### config.mk
export PLATFORM = sky130hd
export DESIGN_NAME = router_pkt_reader
export DESIGN_NICKNAME = d
export VERILOG_FILES = /design/src/rtl/router_pkg.sv /design/src/rtl/router_pkt_timeout.sv /design/src/rtl/router_pkt_reader.sv
export SDC_FILE = /design/constraint.sdc
export NUM_CORES = 1
export LEC_CHECK = 0
export BUFFER_PORTS_ARGS = -buffer_cell sky130_fd_sc_hd__buf_2
export CORE_MARGIN = 2
export CORE_UTILIZATION = 50
export CTS_CLUSTER_DIAMETER = 120
export DETAILED_ROUTE_END_ITERATION = 16
export HOLD_SLACK_MARGIN = 0.08
export PLACE_DENSITY = 0.75
export SETUP_SLACK_MARGIN = 0.02
export SLEW_MARGIN = 20
export SYNTH_ARGS = -nofsm -noshare
export SYNTH_HDL_FRONTEND = slang
export SYNTH_SLANG_ARGS = --single-unit
### constraint.sdc
create_clock -name clock -period 3.25 [get_ports clock]
set_input_delay 0.975 -clock clock [delete_from_list [all_inputs] [get_ports clock]]
set_output_delay 0.975 -clock clock [all_outputs]
set_load 0.01 [all_outputs]
### src/rtl/router_pkg.sv
// Shared types and constants for the router egress packet readers.
package router_pkg;

  typedef enum logic [1:0] {IDLE, CAP, HOLD, WAIT} state_t;

  localparam int LEN_MSB         = 7;
  localparam int LEN_LSB         = 2;
  localparam int LEN_W           = LEN_MSB - LEN_LSB + 1;
  localparam int REM_W           = LEN_W + 1;
  localparam int DEFAULT_TIMEOUT = 30;

  // Bytes still to arrive after the header: L payload bytes plus the parity byte.
  function automatic logic [REM_W-1:0] hdr_rem(input logic [LEN_W-1:0] len);
    return REM_W'(len) + REM_W'(1);
  endfunction

endpackage

### src/rtl/router_pkt_timeout.sv
// Destination stall watchdog: counts consecutive stalled cycles and emits a
// one-cycle pulse when the limit is reached. Shared by all egress readers.
module router_pkt_timeout
  import router_pkg::*;
#(
  parameter int TIMEOUT = DEFAULT_TIMEOUT,
  parameter int TO_W    = 5
) (
  input  logic clock,
  input  logic resetn,
  input  logic stall,
  output logic fire,
  output logic soft_reset
);

  logic [TO_W-1:0] to_cnt;

  // fire is combinational so the reader can abandon the byte on the same edge
  // that raises soft_reset.
  assign fire = stall && (to_cnt == TO_W'(TIMEOUT - 1));

  // NOTE: reset is synchronous (sampled only on the clock edge), and all
  // sequential state uses non-blocking assignments so every flop updates from
  // pre-edge values regardless of process ordering.
  always_ff @(posedge clock) begin
    if (!resetn) begin
      to_cnt     <= '0;
      soft_reset <= 1'b0;
    end else begin
      soft_reset <= fire;
      if (!stall || fire) begin
        to_cnt <= '0;
      end else begin
        to_cnt <= to_cnt + 1'b1;
      end
    end
  end

endmodule

### src/rtl/router_pkt_reader.sv
// Egress reader for one router output FIFO: pops bytes one at a time, frames
// them into header/payload/parity, and hands each byte out with valid/ready.
module router_pkt_reader
  import router_pkg::*;
#(
  parameter int TIMEOUT = DEFAULT_TIMEOUT,
  parameter int TO_W    = 5
) (
  input  logic       clock,
  input  logic       resetn,
  input  logic       fifo_empty,
  input  logic [7:0] fifo_data,
  output logic       read_enb,
  output logic [7:0] pkt_data,
  output logic       pkt_valid,
  input  logic       dst_ready,
  output logic       pkt_sop,
  output logic       pkt_eop,
  output logic       parity_err,
  output logic       soft_reset
);

  state_t           state, state_nxt;
  logic [REM_W-1:0] rem, rem_nxt;
  logic [7:0]       par, par_nxt;
  logic [7:0]       data_nxt;
  logic             hdr_flag, hdr_nxt;
  logic             valid_nxt, sop_nxt, eop_nxt, perr_nxt;
  logic             rd_req;
  logic             stall;
  logic             to_fire;

  // pkt_valid is always set in HOLD, so HOLD && dst_ready is the accept.
  assign stall    = (state == HOLD) && !dst_ready;
  assign read_enb = rd_req && resetn;

  router_pkt_timeout #(
    .TIMEOUT (TIMEOUT),
    .TO_W    (TO_W)
  ) u_timeout (
    .clock      (clock),
    .resetn     (resetn),
    .stall      (stall),
    .fire       (to_fire),
    .soft_reset (soft_reset)
  );

  always_ff @(posedge clock) begin
    if (!resetn) state <= IDLE;
    else         state <= state_nxt;
  end

  // NOTE: every signal driven here gets a default first, so no path leaves a
  // value unassigned and no latch is inferred.
  always_comb begin
    state_nxt = state;
    rd_req    = 1'b0;
    rem_nxt   = rem;
    par_nxt   = par;
    hdr_nxt   = hdr_flag;
    data_nxt  = pkt_data;
    valid_nxt = pkt_valid;
    sop_nxt   = pkt_sop;
    eop_nxt   = pkt_eop;
    perr_nxt  = 1'b0;

    unique case (state)
      IDLE: begin
        if (!fifo_empty) begin
          rd_req    = 1'b1;
          hdr_nxt   = 1'b1;
          state_nxt = CAP;
        end
      end

      CAP: begin
        data_nxt  = fifo_data;
        valid_nxt = 1'b1;
        hdr_nxt   = 1'b0;
        sop_nxt   = 1'b0;
        eop_nxt   = 1'b0;
        if (hdr_flag) begin
          rem_nxt = hdr_rem(fifo_data[LEN_MSB:LEN_LSB]);
          par_nxt = fifo_data;
          sop_nxt = 1'b1;
        end else if (rem == REM_W'(1)) begin
          eop_nxt = 1'b1;
        end else begin
          par_nxt = par ^ fifo_data;
        end
        state_nxt = HOLD;
      end

      HOLD: begin
        if (to_fire) begin
          valid_nxt = 1'b0;
          sop_nxt   = 1'b0;
          eop_nxt   = 1'b0;
          rem_nxt   = '0;
          par_nxt   = '0;
          state_nxt = IDLE;
        end else if (dst_ready) begin
          valid_nxt = 1'b0;
          sop_nxt   = 1'b0;
          eop_nxt   = 1'b0;
          if (pkt_eop) begin
            perr_nxt  = (par != pkt_data);
            state_nxt = IDLE;
          end else begin
            // rem counts bytes after the header, so only payload accepts consume it.
            if (!pkt_sop) rem_nxt = rem - 1'b1;
            if (!fifo_empty) begin
              rd_req    = 1'b1;
              state_nxt = CAP;
            end else begin
              state_nxt = WAIT;
            end
          end
        end
      end

      WAIT: begin
        if (!fifo_empty) begin
          rd_req    = 1'b1;
          state_nxt = CAP;
        end
      end

      default: state_nxt = IDLE;
    endcase
  end

  always_ff @(posedge clock) begin
    if (!resetn) begin
      rem        <= '0;
      par        <= '0;
      hdr_flag   <= 1'b0;
      pkt_data   <= 8'h00;
      pkt_valid  <= 1'b0;
      pkt_sop    <= 1'b0;
      pkt_eop    <= 1'b0;
      parity_err <= 1'b0;
    end else begin
      rem        <= rem_nxt;
      par        <= par_nxt;
      hdr_flag   <= hdr_nxt;
      pkt_data   <= data_nxt;
      pkt_valid  <= valid_nxt;
      pkt_sop    <= sop_nxt;
      pkt_eop    <= eop_nxt;
      parity_err <= perr_nxt;
    end
  end

endmodule

## Word-level counts from Yosys, hierarchy flattened

Index checks and enable logic that the tools add are counted.

| word-level totals | value |
|---|---|
| bits in registers | 36 |
| latch bits | 0 |
| bits in writable memories | 0 |
| bits in read-only memories | 0 |
| input bits | 12 |
| output and inout bits | 14 |
| word-level logic and storage cells | 81 |
| memories | 0 |

| cells by class | value |
|---|---|
| add/sub/neg operators | 3 |
| $mul | 0 |
| divide/modulo/power cells | 0 |
| magnitude comparators | 0 |
| equal/unequal tests | 14 |
| shifts and indexed selects | 0 |
| multiplexer cells | 31 |
| bitwise gates (word level) | 5 |
| reductions and logical operators | 17 |

Operators with widths:

| operator | number |
|---|---|
| $mux 7 | 5 |
| $mux 8 | 3 |
| $pmux 8 s2 | 1 |
| $pmux 7 s2 | 1 |
| $mux 1 | 10 |
| $mux 2 | 5 |
| $pmux 1 s2 | 5 |
| $ne 3x2->1 const B | 3 |
| $ne 8x8->1 | 1 |
| $xor 8x8->8 | 1 |
| $add 6x1->7 const B | 1 |
| $eq 7x1->1 const B | 1 |
| $sub 7x1->7 const B | 1 |
| $ne 2x2->1 const B | 3 |
| $pmux 2 s3 | 1 |
| $reduce_and 2->1 | 3 |
| $add 5x1->5 const B | 1 |
| $eq 5x5->1 const B | 1 |
| $reduce_and 5->1 | 1 |
| $reduce_or 5->1 | 1 |
| $eq 2x2->1 const B | 2 |
| $not 1->1 | 4 |
| $reduce_bool 2->1 | 2 |
| $reduce_or 2->1 | 2 |
| other kinds (8) | 11 |

## Longest topological paths before layout

Gate-level depths: netlist of the first run.

| logic depth | value |
|---|---|
| word-level depth | 6 |
| mapped depth | 8 |
| gate-level depth less buffers | 7 |

## Hierarchy

From an unflattened synthesis of the first run, not the netlist that was laid out.

| second synthesis, totals | value |
|---|---|
| cell total of the unflattened synthesis | 232 |
| area, all modules | 1993.2 um2 |

Modules (own cells, without submodules):

| module | times used | cells each | area an instance (um2) | sequential area each (um2) |
|---|---|---|---|---|
| router_pkt_reader | 1 | 207 | 1757.9 | 600.6 |
| router_pkt_timeout | 1 | 25 | 235.2 | 120.1 |

## Least setup slack after synthesis of the first run

OpenSTA, ideal clock, no wires.

| timing | value |
|---|---|
| path type | input to output |
| start | input port dst_ready |
| end | output port read_enb |
| data arrival time | 1.732 ns |
| required time | 2.275 ns |
| slack | 0.543 ns |
| cell stages on the path | 2 |
| buffers on the path | 0 |
| cells stage by stage | nand3b_1 -> a2111oi_0 |

| between the ends | value |
|---|---|
| cells in the longest elaborated chain, start to end | 6 |
| elaborated cells on any way between the ends | 7 |
| classes of those cells | mux: 3; reduce/logical: 4 |

Ends and longest elaborated chain:

| what | line | source |
|---|---|---|
| start, declared | router_pkt_reader.sv:16 | `input logic dst_ready,` |
| $logic_not 1->1 | router_pkt_reader.sv:34 | `assign stall = (state == HOLD) && !dst_ready;` |
| $logic_and 1x1->1 | router_pkt_reader.sv:34 |  |
| $logic_and 1x1->1 | router_pkt_timeout.sv:20 | `assign fire = stall && (to_cnt == TO_W'(TIMEOUT - 1));` |
| $mux 1 (*) | router_pkt_reader.sv:95 | `if (to_fire) begin` |
| $pmux 1 s2 (*) | router_pkt_reader.sv:67 | `unique case (state)` |
| $logic_and 1x1->1 (*) | router_pkt_reader.sv:35 | `assign read_enb = rd_req && resetn;` |
| end, declared | router_pkt_reader.sv:13 | `output logic read_enb,` |

Every way passes the cells marked *; elsewhere a longest branch is shown, timed or not.

## Worst setup path after layout of the first run

Same ends and word-level chain as after synthesis.

==> results of run 1 <==
## area by class of cell
type | count | area [µm²]
clock buffers | 6 | 82.58
clock inverters | 2 | 13.76
fillers | 366 | 1488
inverters | 9 | 33.78
multi-input cells | 158 | 1080
flip-flops and latches | 36 | 720.7
well taps | 48 | 60.06
repair buffers | 29 | 155.1
## metal layers
layer	GRT usage, %	wire length (µm)	up-vias	share of wire, %
met1	29.32	1919	749	48
met2	33.55	1798	51	45
met5	0	0	-	0
met4	8.073	39	0	0.98
li1	-	-	793	-
met3	5.651	215	4	5.4
## worst max-delay path, delay by kind of cell
family | cells | cell delay (ns)
AO/OA/AOI/OAI | 1 | 0.36
buffers and inverters | 2 | 0.35
AND/OR/NAND/NOR | 1 | 0.08
## power groups by stage
stage	logic [mW]	clock network (mW)	registers, mW
after global routing	1.06	0.370	0.699
after floorplan	0.754	0	0.667
final	0.926	0.343	0.679
after global placement	0.910	0	0.683
after CTS	0.930	0.351	0.678
after detailed placement	0.917	0	0.687
## metrics by stage
step | util [%] | cell area (µm²)
detailed placement | 56.41 | 2049
global route | 59.06 | 2146
floorplan | - | 1883
CTS | 59.06 | 2146
global placement | 56.41 | 2049
finish | 59.06 | 2146
## sequential cells by signal (all words and copies together), names as in the netlist
register,count
u_timeout.soft_reset,1
pkt_eop,1
u_timeout.to_cnt,5
state,2
rem,7
pkt_valid,1
par,8
pkt_data,8
pkt_sop,1
hdr_flag,1
parity_err,1
## worst max path at each step
stage,startpoint,end,depth (start not counted)
2_1_floorplan,dst_ready,read_enb,2
3_3_place_gp,dst_ready,read_enb,4
3_5_place_dp,dst_ready,read_enb,4
4_1_cts,dst_ready,read_enb,4
5_1_grt,dst_ready,read_enb,4
6_report,dst_ready,read_enb,4
## cell families after synthesis
| group | share of synthesized area [%] |
|---|---|
| flops | 38.27 |
| buf+inv | 4.385 |
| fa+ha+maj | 5.980 |
| xor+xnor | 10.70 |
| compound gates | 16.68 |
| simple gates | 19.20 |
| mux | 4.784 |
## layout by cell type, fill, tap and decap left out, drive strengths merged, types with 2 or more instances in the layout
master	netlist	layout
a32o	6	6
a21oi	6	6
buf	4	29
a211oi	2	2
xor2	12	12
nand3	8	8
xnor2	11	11
nor4	2	2
nand2	11	11
or2	2	2
nand3b	3	3
o21ai	10	10
nor2	29	29
and3	2	2
inv	9	10
nand4	3	3
nor3	3	3
o22ai	10	10
mux2i	9	9
o32ai	3	3
clkbuf	6	6
ha	9	9
dfxtp	36	36
nor2b	10	10
==> results.sh, run 1 <==
export IMPL_status="finished clean"
export IMPL_rr_worst_depth=7
export IMPL_grt_pass1_vias=1538
export IMPL_cts_made_buffers=5
export IMPL_synthDistinctLibCells=36
export IMPL_rsz0062_at_grt="no"
export IMPL_cts_resized_gates=0
export IMPL_combPwrFrac_pct=47.5
export IMPL_synth_seq_cells=36
export IMPL_initial_core_util_pct=51.83
export IMPL_die_w_um=65.37
export IMPL_holdPathEnd="u_timeout.to_cnt[0]"
export IMPL_timing_rr_start="state[0]"
export IMPL_io_pins=26
export IMPL_gp_congestion=0.8065
export IMPL_slew_headroom_pct=70.13
export IMPL_fp_coreArea_um2=3633
export IMPL_routed_wl_um=3973
export IMPL_setup_viol=0
export IMPL_slew_violations=0
export IMPL_route_detailed_drc=0
export IMPL_yosysSeqAreaShare_pct=38.27
export IMPL_yosys_area_top_type="dfxtp_1"
export IMPL_slowest_delay_ns=0.36
export IMPL_p_total_mw=1.948
export IMPL_period_needed_ns=2.738
export IMPL_dp_cells=280
export IMPL_yosysWarnings=0
export IMPL_crit_type="primary input to output pin"
export IMPL_wl_per_cell_um=13.80
export IMPL_viasPerCell=5.545
export IMPL_dr_pass1_iters=4
export IMPL_final_cells=288
export IMPL_io_buffers=25
export IMPL_hold_viol=0
export IMPL_hold_class="flip-flop to flip-flop"
export IMPL_hpwlAfterDp_um=2739
export IMPL_syn2layout_area_growth_pct=13.95
export IMPL_power_density_nw_per_um2=907.8
export IMPL_preCtsSetupSlack_ns=0.5139
export IMPL_grt_max_degree=20
export IMPL_post_synth_top_count_cell="dfxtp_1"
export IMPL_clockPowerShare_pct=17.6
export IMPL_ys_flop_type="dfxtp_1"
export IMPL_pwr_share_seq_pct=34.8
export IMPL_grt_antenna_before_repair=0
export IMPL_cts_hold_buf=0
export IMPL_crit_fanout=5
export IMPL_ir_worst_vdd_mv=0.4767
export IMPL_yosysTopAreaCellShare_pct=38.27
export IMPL_insertedDiodeCount=0
export IMPL_internal_power_mw=1.151
export IMPL_synth_edf_count=0
export IMPL_timing_hold_ws_ns=0.4731
export IMPL_drive_gt1_share_pct=17.92
export IMPL_postSynth_asyncResetShare_pct=0
export IMPL_layout_setup_ws_ns=0.5119
export IMPL_maxCapViolCount=0
export IMPL_path_cells="buf_2, nand3b_1, a2111oi_0, buf_2"
export IMPL_avgSynthCellArea_um2=8.841
export IMPL_tns_ns=0
export IMPL_holdPathStages=1
export IMPL_path_clk_slew_ns=0.07
export IMPL_dr_first_iter_drc_count=81
export IMPL_synth_nets=234
export IMPL_ant_nets=0
export IMPL_cts_max_level=2
export IMPL_overflow=0
export IMPL_cts_num_sinks=36
export IMPL_die_h_um=65.37
export IMPL_num_vias=1597
export IMPL_finalClockSkew_ns=0.005840
export IMPL_fmax_ghz=0.3652
export IMPL_synthCells=213
export IMPL_clock_latency_ns=0.29
export IMPL_setup_worst_path_end_class="output pin"
export IMPL_r2r_slack_ns=1.38
export IMPL_hp_start="u_timeout.to_cnt[0]"
export IMPL_grt_usage_pct=21.78
export IMPL_cp_slowest_cell="a2111oi_0"
export IMPL_cpMostUsedCell="buf_2"
export IMPL_p_sw_share_pct=40.89
export IMPL_die_area_um2=4273
export IMPL_synth_area_leaders="dfxtp_1 (38%), ha_1 (6.0%), nor2_1 (5.8%), xor2_1 (5.6%), xnor2_1 (5.1%)"
export IMPL_root_buffer="clkbuf_8"
export IMPL_crit_path_start_kind="primary input"
export IMPL_switching_power_uw=796.6
export IMPL_timing_rr_end="rem[2]"
export IMPL_synthTopCellsByCount="dfxtp_1 (36), nor2_1 (29), xor2_1 (12), nand2_1 (11), xnor2_1 (11)"
export IMPL_grt_pass1_wl_um=7169
export IMPL_tightest_slew_ns=0.4434
export IMPL_clockBufferDepth=2
export IMPL_nNetsFinal=260
export IMPL_leakage_nw=0.9198
export IMPL_rows=22
export IMPL_synth_area_um2=1883
export IMPL_period_share_pct=84.25
export IMPL_cp_arrival_ns=1.76
export IMPL_worstPathRequired_ns=2.27
export IMPL_cts_tree="yes"
export IMPL_postCtsSetupRepairBufs=0
(Power assumes the default switching activity.)
==> inputs of run 2 (changes only) <==
--- a/config.mk
+++ b/config.mk
@@ -5,13 +5,14 @@
 export SDC_FILE = /design/constraint.sdc
 export NUM_CORES = 1
 export LEC_CHECK = 0
+export ABC_AREA = 1
 export BUFFER_PORTS_ARGS = -buffer_cell sky130_fd_sc_hd__buf_2
 export CORE_MARGIN = 2
 export CORE_UTILIZATION = 50
 export CTS_CLUSTER_DIAMETER = 120
 export DETAILED_ROUTE_END_ITERATION = 16
 export HOLD_SLACK_MARGIN = 0.08
-export PLACE_DENSITY = 0.75
+export PLACE_DENSITY = 0.77
 export SETUP_SLACK_MARGIN = 0.02
 export SLEW_MARGIN = 20
 export SYNTH_ARGS = -nofsm -noshare
==> constraint.sdc (replaced) <==
create_clock -name clock -period 2.5 [get_ports clock]
set_input_delay 0.75 -clock clock [delete_from_list [all_inputs] [get_ports clock]]
set_output_delay 0.75 -clock clock [all_outputs]
set_load 0.01 [all_outputs]
==> run 2 against run 1 <==
- critical path depth increased by 5
- area after synthesis up 4.7%
- non-clock buffer count is 2 higher
- register-to-register slack lost 0.67 ns
- final area up 5.9%
- highest routed layer unchanged
- sequential share of layout area down 1.8 points
- clock power grew 31%
- hold slack lost 0.016 ns
- global-route usage is 0.56 points lower
==> results.sh, run 2 <==
export IMPL_period_needed_ns=2.393
export IMPL_postSynth_asyncResetShare_pct=0
export IMPL_syn2layout_area_growth_pct=15.30
export IMPL_final_cells=355
export IMPL_die_h_um=66.78
export IMPL_setup_worst_path_end_class="output pin"
export IMPL_clock_latency_ns=0.29
export IMPL_clockPowerShare_pct=17.7
export IMPL_synth_area_leaders="dfxtp_1 (37%), nand2_1 (9.9%), nor2_1 (9.3%), o21ai_0 (6.1%), nand3_1 (5.8%)"
export IMPL_hpwlAfterDp_um=3083
export IMPL_grt_pass1_wl_um=7127
export IMPL_overflow=0
export IMPL_initial_core_util_pct=53.03
export IMPL_gp_congestion=0.8462
export IMPL_insertedDiodeCount=0
export IMPL_yosysSeqAreaShare_pct=36.57
export IMPL_cts_hold_buf=0
export IMPL_yosysWarnings=0
export IMPL_rows=22
export IMPL_finalClockSkew_ns=0.005999
export IMPL_dp_cells=347
export IMPL_maxCapViolCount=0
export IMPL_synthTopCellsByCount="nand2_1 (52), nor2_1 (49), dfxtp_1 (36), inv_1 (24), o21ai_0 (24)"
export IMPL_grt_antenna_before_repair=0
export IMPL_ys_flop_type="dfxtp_1"
export IMPL_pwr_share_seq_pct=35.8
export IMPL_yosysTopAreaCellShare_pct=36.57
export IMPL_crit_fanout=4
export IMPL_ant_nets=0
export IMPL_cts_tree="yes"
export IMPL_fmax_ghz=0.4178
export IMPL_internal_power_mw=1.481
export IMPL_timing_hold_ws_ns=0.4570
export IMPL_dr_first_iter_drc_count=102
export IMPL_num_vias=1801
export IMPL_grt_max_degree=29
export IMPL_tightest_slew_ns=0.3109
export IMPL_largestRegisters="par (8), pkt_data (8), rem (7)"
export IMPL_layout_setup_ws_ns=0.1065
export IMPL_grt_pass1_vias=1632
export IMPL_worstPathRequired_ns=1.75
export IMPL_final_cell_mix="nand2_1 (50), nor2_1 (49), dfxtp_1 (35), buf_2 (25)"
export IMPL_fillers=335
export IMPL_combPwrFrac_pct=46.5
export IMPL_p_sw_share_pct=41.85
export IMPL_setup_viol=0
export IMPL_crit_type="flip-flop to output pin"
export IMPL_grt_usage_pct=21.22
export IMPL_synth_nets=296
export IMPL_synthDistinctLibCells=28
export IMPL_leakage_nw=1.052
export IMPL_die_w_um=66.78
export IMPL_cp_arrival_ns=1.64
export IMPL_root_buffer="clkbuf_8"
export IMPL_io_pins=26
export IMPL_fp_coreArea_um2=3716
export IMPL_hold_viol=0
export IMPL_viasPerCell=5.073
export IMPL_route_detailed_drc=0
export IMPL_dr_pass1_iters=5
export IMPL_drive_gt1_share_pct=16.29
export IMPL_ir_worst_vdd_mv=0.3906
export IMPL_slew_violations=0
export IMPL_path_clk_slew_ns=0.07
export IMPL_cts_max_level=2
export IMPL_power_density_nw_per_um2=1121
export IMPL_preCtsSetupSlack_ns=0.08443
export IMPL_status="finished clean"
export IMPL_synth_edf_count=0
export IMPL_post_synth_top_count_cell="nand2_1"
export IMPL_yosys_area_top_type="dfxtp_1"
export IMPL_synth_seq_cells=36
export IMPL_nNetsFinal=328
export IMPL_synth_area_um2=1971
export IMPL_cts_made_buffers=5
export IMPL_io_buffers=25
export IMPL_wl_per_cell_um=11.79
export IMPL_die_area_um2=4460
export IMPL_tns_ns=0
export IMPL_crit_path_start_kind="flip-flop"
export IMPL_cts_num_sinks=36
export IMPL_switching_power_mw=1.066
export IMPL_synthCells=275
export IMPL_routed_wl_um=4187
export IMPL_period_share_pct=95.74
export IMPL_final_common_cell="nand2_1"
export IMPL_hold_class="flip-flop to flip-flop"
export IMPL_clockBufferDepth=2
export IMPL_slew_headroom_pct=79.27
export IMPL_avgSynthCellArea_um2=7.166
[run 2: cell count changes in the layout (fill, tap and decap cells not counted), sizes merged, moves of 3 or more]
| cell | delta |
|---|---|
| nand2 | +41 |
| nor2 | +23 |
| nand3 | +18 |
| o21ai | +16 |
| inv | +15 |
| nor2b | -10 |
| o22ai | -10 |
| mux2i | -9 |
| a32o | -6 |
| a21oi | +5 |
| o32ai | -3 |
[run 2: final timing paths]
path | cells after the start | slack (ns) | to | start
max | 9 | 0.11 | read_enb | state[0]
min | 2 | 0.46 | pkt_valid | pkt_valid
max reg2reg | 9 | 0.71 | par[1] | state[1]
min reg2reg | 2 | 0.46 | pkt_valid | pkt_valid
[run 2: per-stage QoR]
step	util (%)	power, mW	instance area [µm²]
finish	61.14	2.546	2272
detailed placement	58.08	2.089	2158
floorplan	-	1.806	1971
CTS	60.71	2.545	2256
global placement	58.08	2.060	2158
global route	61.14	2.790	2272
[run 2: final cells by class]
class,instances,area (µm²),share of cell area [%]
Clock buffer,7,96.34,4.240
Inverter,25,93.84,4.130
Multi-Input combinational cell,208,1130,49.72
Sequential cell,36,721.9,31.77
Tap cell,48,60.06,2.643
Timing Repair Buffer,31,170.2,7.489
[run 2: critical path, cell delays in order (launching register included)]
cell and delay, ns:
dfxtp_2 0.35, inv_1 0.06, ha_1 0.23, nand2_2 0.09
inv_1 0.05, nand2_2 0.09, nand2_1 0.09, o21ai_2 0.13
o211a_1 0.15, buf_2 0.12
[run 2: what timing repair did]
| item | CTS | global route |
|---|---|---|
| setup endpoints to repair | 1 | 1 |
| setup buffers | 0 | 1 |
| gates resized for setup | 1 | 3 |
[run 2: metal layers]
layer  up-vias  track usage, %  routed length, µm
met5         -               0                  0
met4         0           9.184                 81
met3        11           5.574                226
met2        47           34.25               1924
met1       792           26.51               1954
li1        951               -                  -
[run 2: power groups by stage]
stage / Clock [mW] / Combinational, mW / Sequential [mW]
after global placement: 0 / 1.15 / 0.912
final: 0.451 / 1.18 / 0.911
after global routing: 0.486 / 1.37 / 0.936
after floorplan: 0 / 0.889 / 0.917
after CTS: 0.463 / 1.17 / 0.911
after detailed placement: 0 / 1.17 / 0.922
[run 2: kinds of logic (layout without fill, tap and decap cells)]
group | count (synthesis) | after routing | synth area share [%]
AO/OA/AOI/OAI | 42 | 42 | 11.49
XOR/XNOR | 19 | 19 | 8.444
adder cells (fa/ha/maj) | 9 | 9 | 5.714
buffers and inverters | 31 | 63 | 6.539
flip-flops | 36 | 36 | 36.57
AND/OR/NAND/NOR | 138 | 138 | 31.24
==> inputs of run 3 (changes only) <==
--- a/config.mk
+++ b/config.mk
@@ -7,12 +7,14 @@
 export LEC_CHECK = 0
 export ABC_AREA = 1
 export BUFFER_PORTS_ARGS = -buffer_cell sky130_fd_sc_hd__buf_2
+export CELL_PAD_IN_SITES_DETAIL_PLACEMENT = 0
+export CELL_PAD_IN_SITES_GLOBAL_PLACEMENT = 1
 export CORE_MARGIN = 2
-export CORE_UTILIZATION = 50
+export CORE_UTILIZATION = 37
 export CTS_CLUSTER_DIAMETER = 120
 export DETAILED_ROUTE_END_ITERATION = 16
 export HOLD_SLACK_MARGIN = 0.08
-export PLACE_DENSITY = 0.77
+export PLACE_DENSITY = 0.79
 export SETUP_SLACK_MARGIN = 0.02
 export SLEW_MARGIN = 20
 export SYNTH_ARGS = -nofsm -noshare
==> run 3 against run 2 <==
- clock power fell by 4%
- non-clock buffer count did not move
- clock skew rose by 0.0025 ns
- die area rose by 33%
- critical path depth fell by 2
- clock-buffer cell count did not move
- sequential share of layout area fell by 0.35 points
- sequential power barely moved
- cell count rose by 6.5%
- final area rose by 1.1%
- via count fell by 0.22%
- combinational power barely moved
==> results.sh, run 3 (synthesis gave the netlist of run 2 again) <==
export IMPL_placed_area_um2=2193
export IMPL_leakage_nw=1.043
export IMPL_p_sw_share_pct=42.55
export IMPL_postCtsSetupRepairBufs=0
export IMPL_switching_power_mw=1.076
export IMPL_hpwlAfterDp_um=3275
export IMPL_final_cell_mix="nand2_1 (51), nor2_1 (49), dfxtp_1 (35), buf_2 (25)"
export IMPL_fin_util_pct=44.69
export IMPL_tns_ns=0
export IMPL_cts_hold_buf=0
export IMPL_cts_num_sinks=36
export IMPL_crit_fanout=12
export IMPL_combPwrFrac_pct=46.7
export IMPL_p_total_mw=2.528
export IMPL_grt_antenna_before_repair=0
export IMPL_pwr_share_seq_pct=36.1
export IMPL_num_vias=1797
export IMPL_grt_usage_pct=16.08
export IMPL_ant_nets=0
export IMPL_maxCapViolCount=0
export IMPL_path_clk_slew_ns=0.08
export IMPL_grt_pass1_vias=1691
export IMPL_ir_worst_vdd_mv=0.3438
export IMPL_path_cells="inv_1, ha_2, buf_4, nand2_1, o21ai_2, o211a_1, buf_2"
export IMPL_grt_pass1_wl_um=7645
export IMPL_fp_coreArea_um2=5140
export IMPL_cts_tree="yes"
export IMPL_grt_max_degree=29
export IMPL_worstPathRequired_ns=1.75
export IMPL_insertedDiodeCount=0
export IMPL_routed_wl_um=4441
export IMPL_die_w_um=76.98
export IMPL_io_buffers=25
export IMPL_route_detailed_drc=0
export IMPL_dr_first_iter_drc_count=87
export IMPL_design_area_um2=2297
export IMPL_tightest_slew_ns=0.3627
export IMPL_syn2layout_area_growth_pct=16.57
export IMPL_die_h_um=76.98
export IMPL_rsz0062_at_grt="no"
export IMPL_fmax_ghz=0.4212
export IMPL_wl_per_cell_um=11.75
export IMPL_clockPowerShare_pct=17.2
export IMPL_setup_viol=0
export IMPL_slowest_delay_ns=0.34
export IMPL_setup_worst_path_end_class="output pin"
export IMPL_slew_violations=0
export IMPL_clock_latency_ns=0.29
export IMPL_timing_hold_ws_ns=0.4742
export IMPL_crit_type="flip-flop to output pin"
export IMPL_initial_core_util_pct=38.34
export IMPL_cp_slowest_cell="dfxtp_2"
export IMPL_power_density_nw_per_um2=1100
export IMPL_period_share_pct=94.96
export IMPL_dr_pass1_iters=4
export IMPL_nNetsFinal=328
export IMPL_io_pins=26
export IMPL_overflow=0
export IMPL_clockBufferDepth=2
export IMPL_die_area_um2=5926
export IMPL_crit_path_start_kind="flip-flop"
export IMPL_root_buffer="clkbuf_8"
export IMPL_status="finished clean"
export IMPL_slew_headroom_pct=75.82
export IMPL_final_common_cell="nand2_1"
export IMPL_cts_max_level=2
export IMPL_hold_class="flip-flop to flip-flop"
export IMPL_finalClockSkew_ns=0.008542
export IMPL_cp_arrival_ns=1.62
export IMPL_largestRegisters="par (8), pkt_data (8), rem (7)"
export IMPL_drive_gt1_share_pct=16.23
export IMPL_internal_power_mw=1.452
export IMPL_viasPerCell=4.754
export IMPL_rows=26
export IMPL_gp_congestion=0.8197
export IMPL_cts_made_buffers=5
export IMPL_hold_viol=0
export IMPL_period_needed_ns=2.374
[run 3: per-layer routing]
layer  wire length (µm)  part of all wire (%)  up-vias  global-route usage (%)
met4                 73                   1.6        0                   6.429
met1               2256                    51      812                   21.15
li1                   -                     -      950                       -
met3                161                   3.6        8                   3.529
met2               1949                    44       27                   25.61
met5                  0                     0        -                       0
[run 3: power groups by stage]
stage,Clock [mW],Sequential [mW],Combinational [mW]
floorplan,0,0.917,0.889
global placement,0,0.918,1.18
detailed placement,0,0.922,1.19
CTS,0.450,0.910,1.19
global route,0.480,0.938,1.36
finish,0.434,0.912,1.18
[run 3: path summary, 6_finish.rpt]
kind | slack [ns] | cells after the start | startpoint | end
max reg2reg | 0.72 | 9 | state[1] | par[3]
min reg2reg | 0.47 | 1 | u_timeout.to_cnt[0] | u_timeout.to_cnt[0]
min | 0.47 | 1 | u_timeout.to_cnt[0] | u_timeout.to_cnt[0]
max | 0.13 | 7 | state[0] | read_enb
[run 3: through the flow]
| step | cells | setup slack (ns) |
|---|---|---|
| 2_1_floorplan | 275 | 0.2392 |
| 3_3_place_gp | 370 | 0.1696 |
| 3_5_place_dp | 370 | 0.1486 |
| 4_1_cts | 378 | 0.03797 |
| 5_1_grt | 378 | 0.01636 |
| 6_report | 378 | 0.1261 |
[run 3: layout make-up]
class / count / area [µm²]
tap: 70 / 87.58
sequential: 36 / 721.9
inverter: 25 / 93.84
multi-input combinational: 208 / 1130
clock inverter: 1 / 7.507
timing repair buffer: 31 / 170.2
fill: 576 / 2843
clock buffer: 7 / 86.33
[run 3: critical path: cells and delay by family, from the launching register on]
| family | cells | cell delay, ns |
|---|---|---|
| buf+inv | 3 | 0.38 |
| simple gates | 1 | 0.10 |
| fa+ha+maj | 1 | 0.21 |
| flops | 1 | 0.34 |
| compound gates | 2 | 0.29 |
[run 3: timing repair]
| item | CTS | global route |
|---|---|---|
| gates resized for setup | 0 | 4 |
| endpoints found under the hold margin | 0 | 0 |
| endpoints found under the setup margin | 0 | 1 |
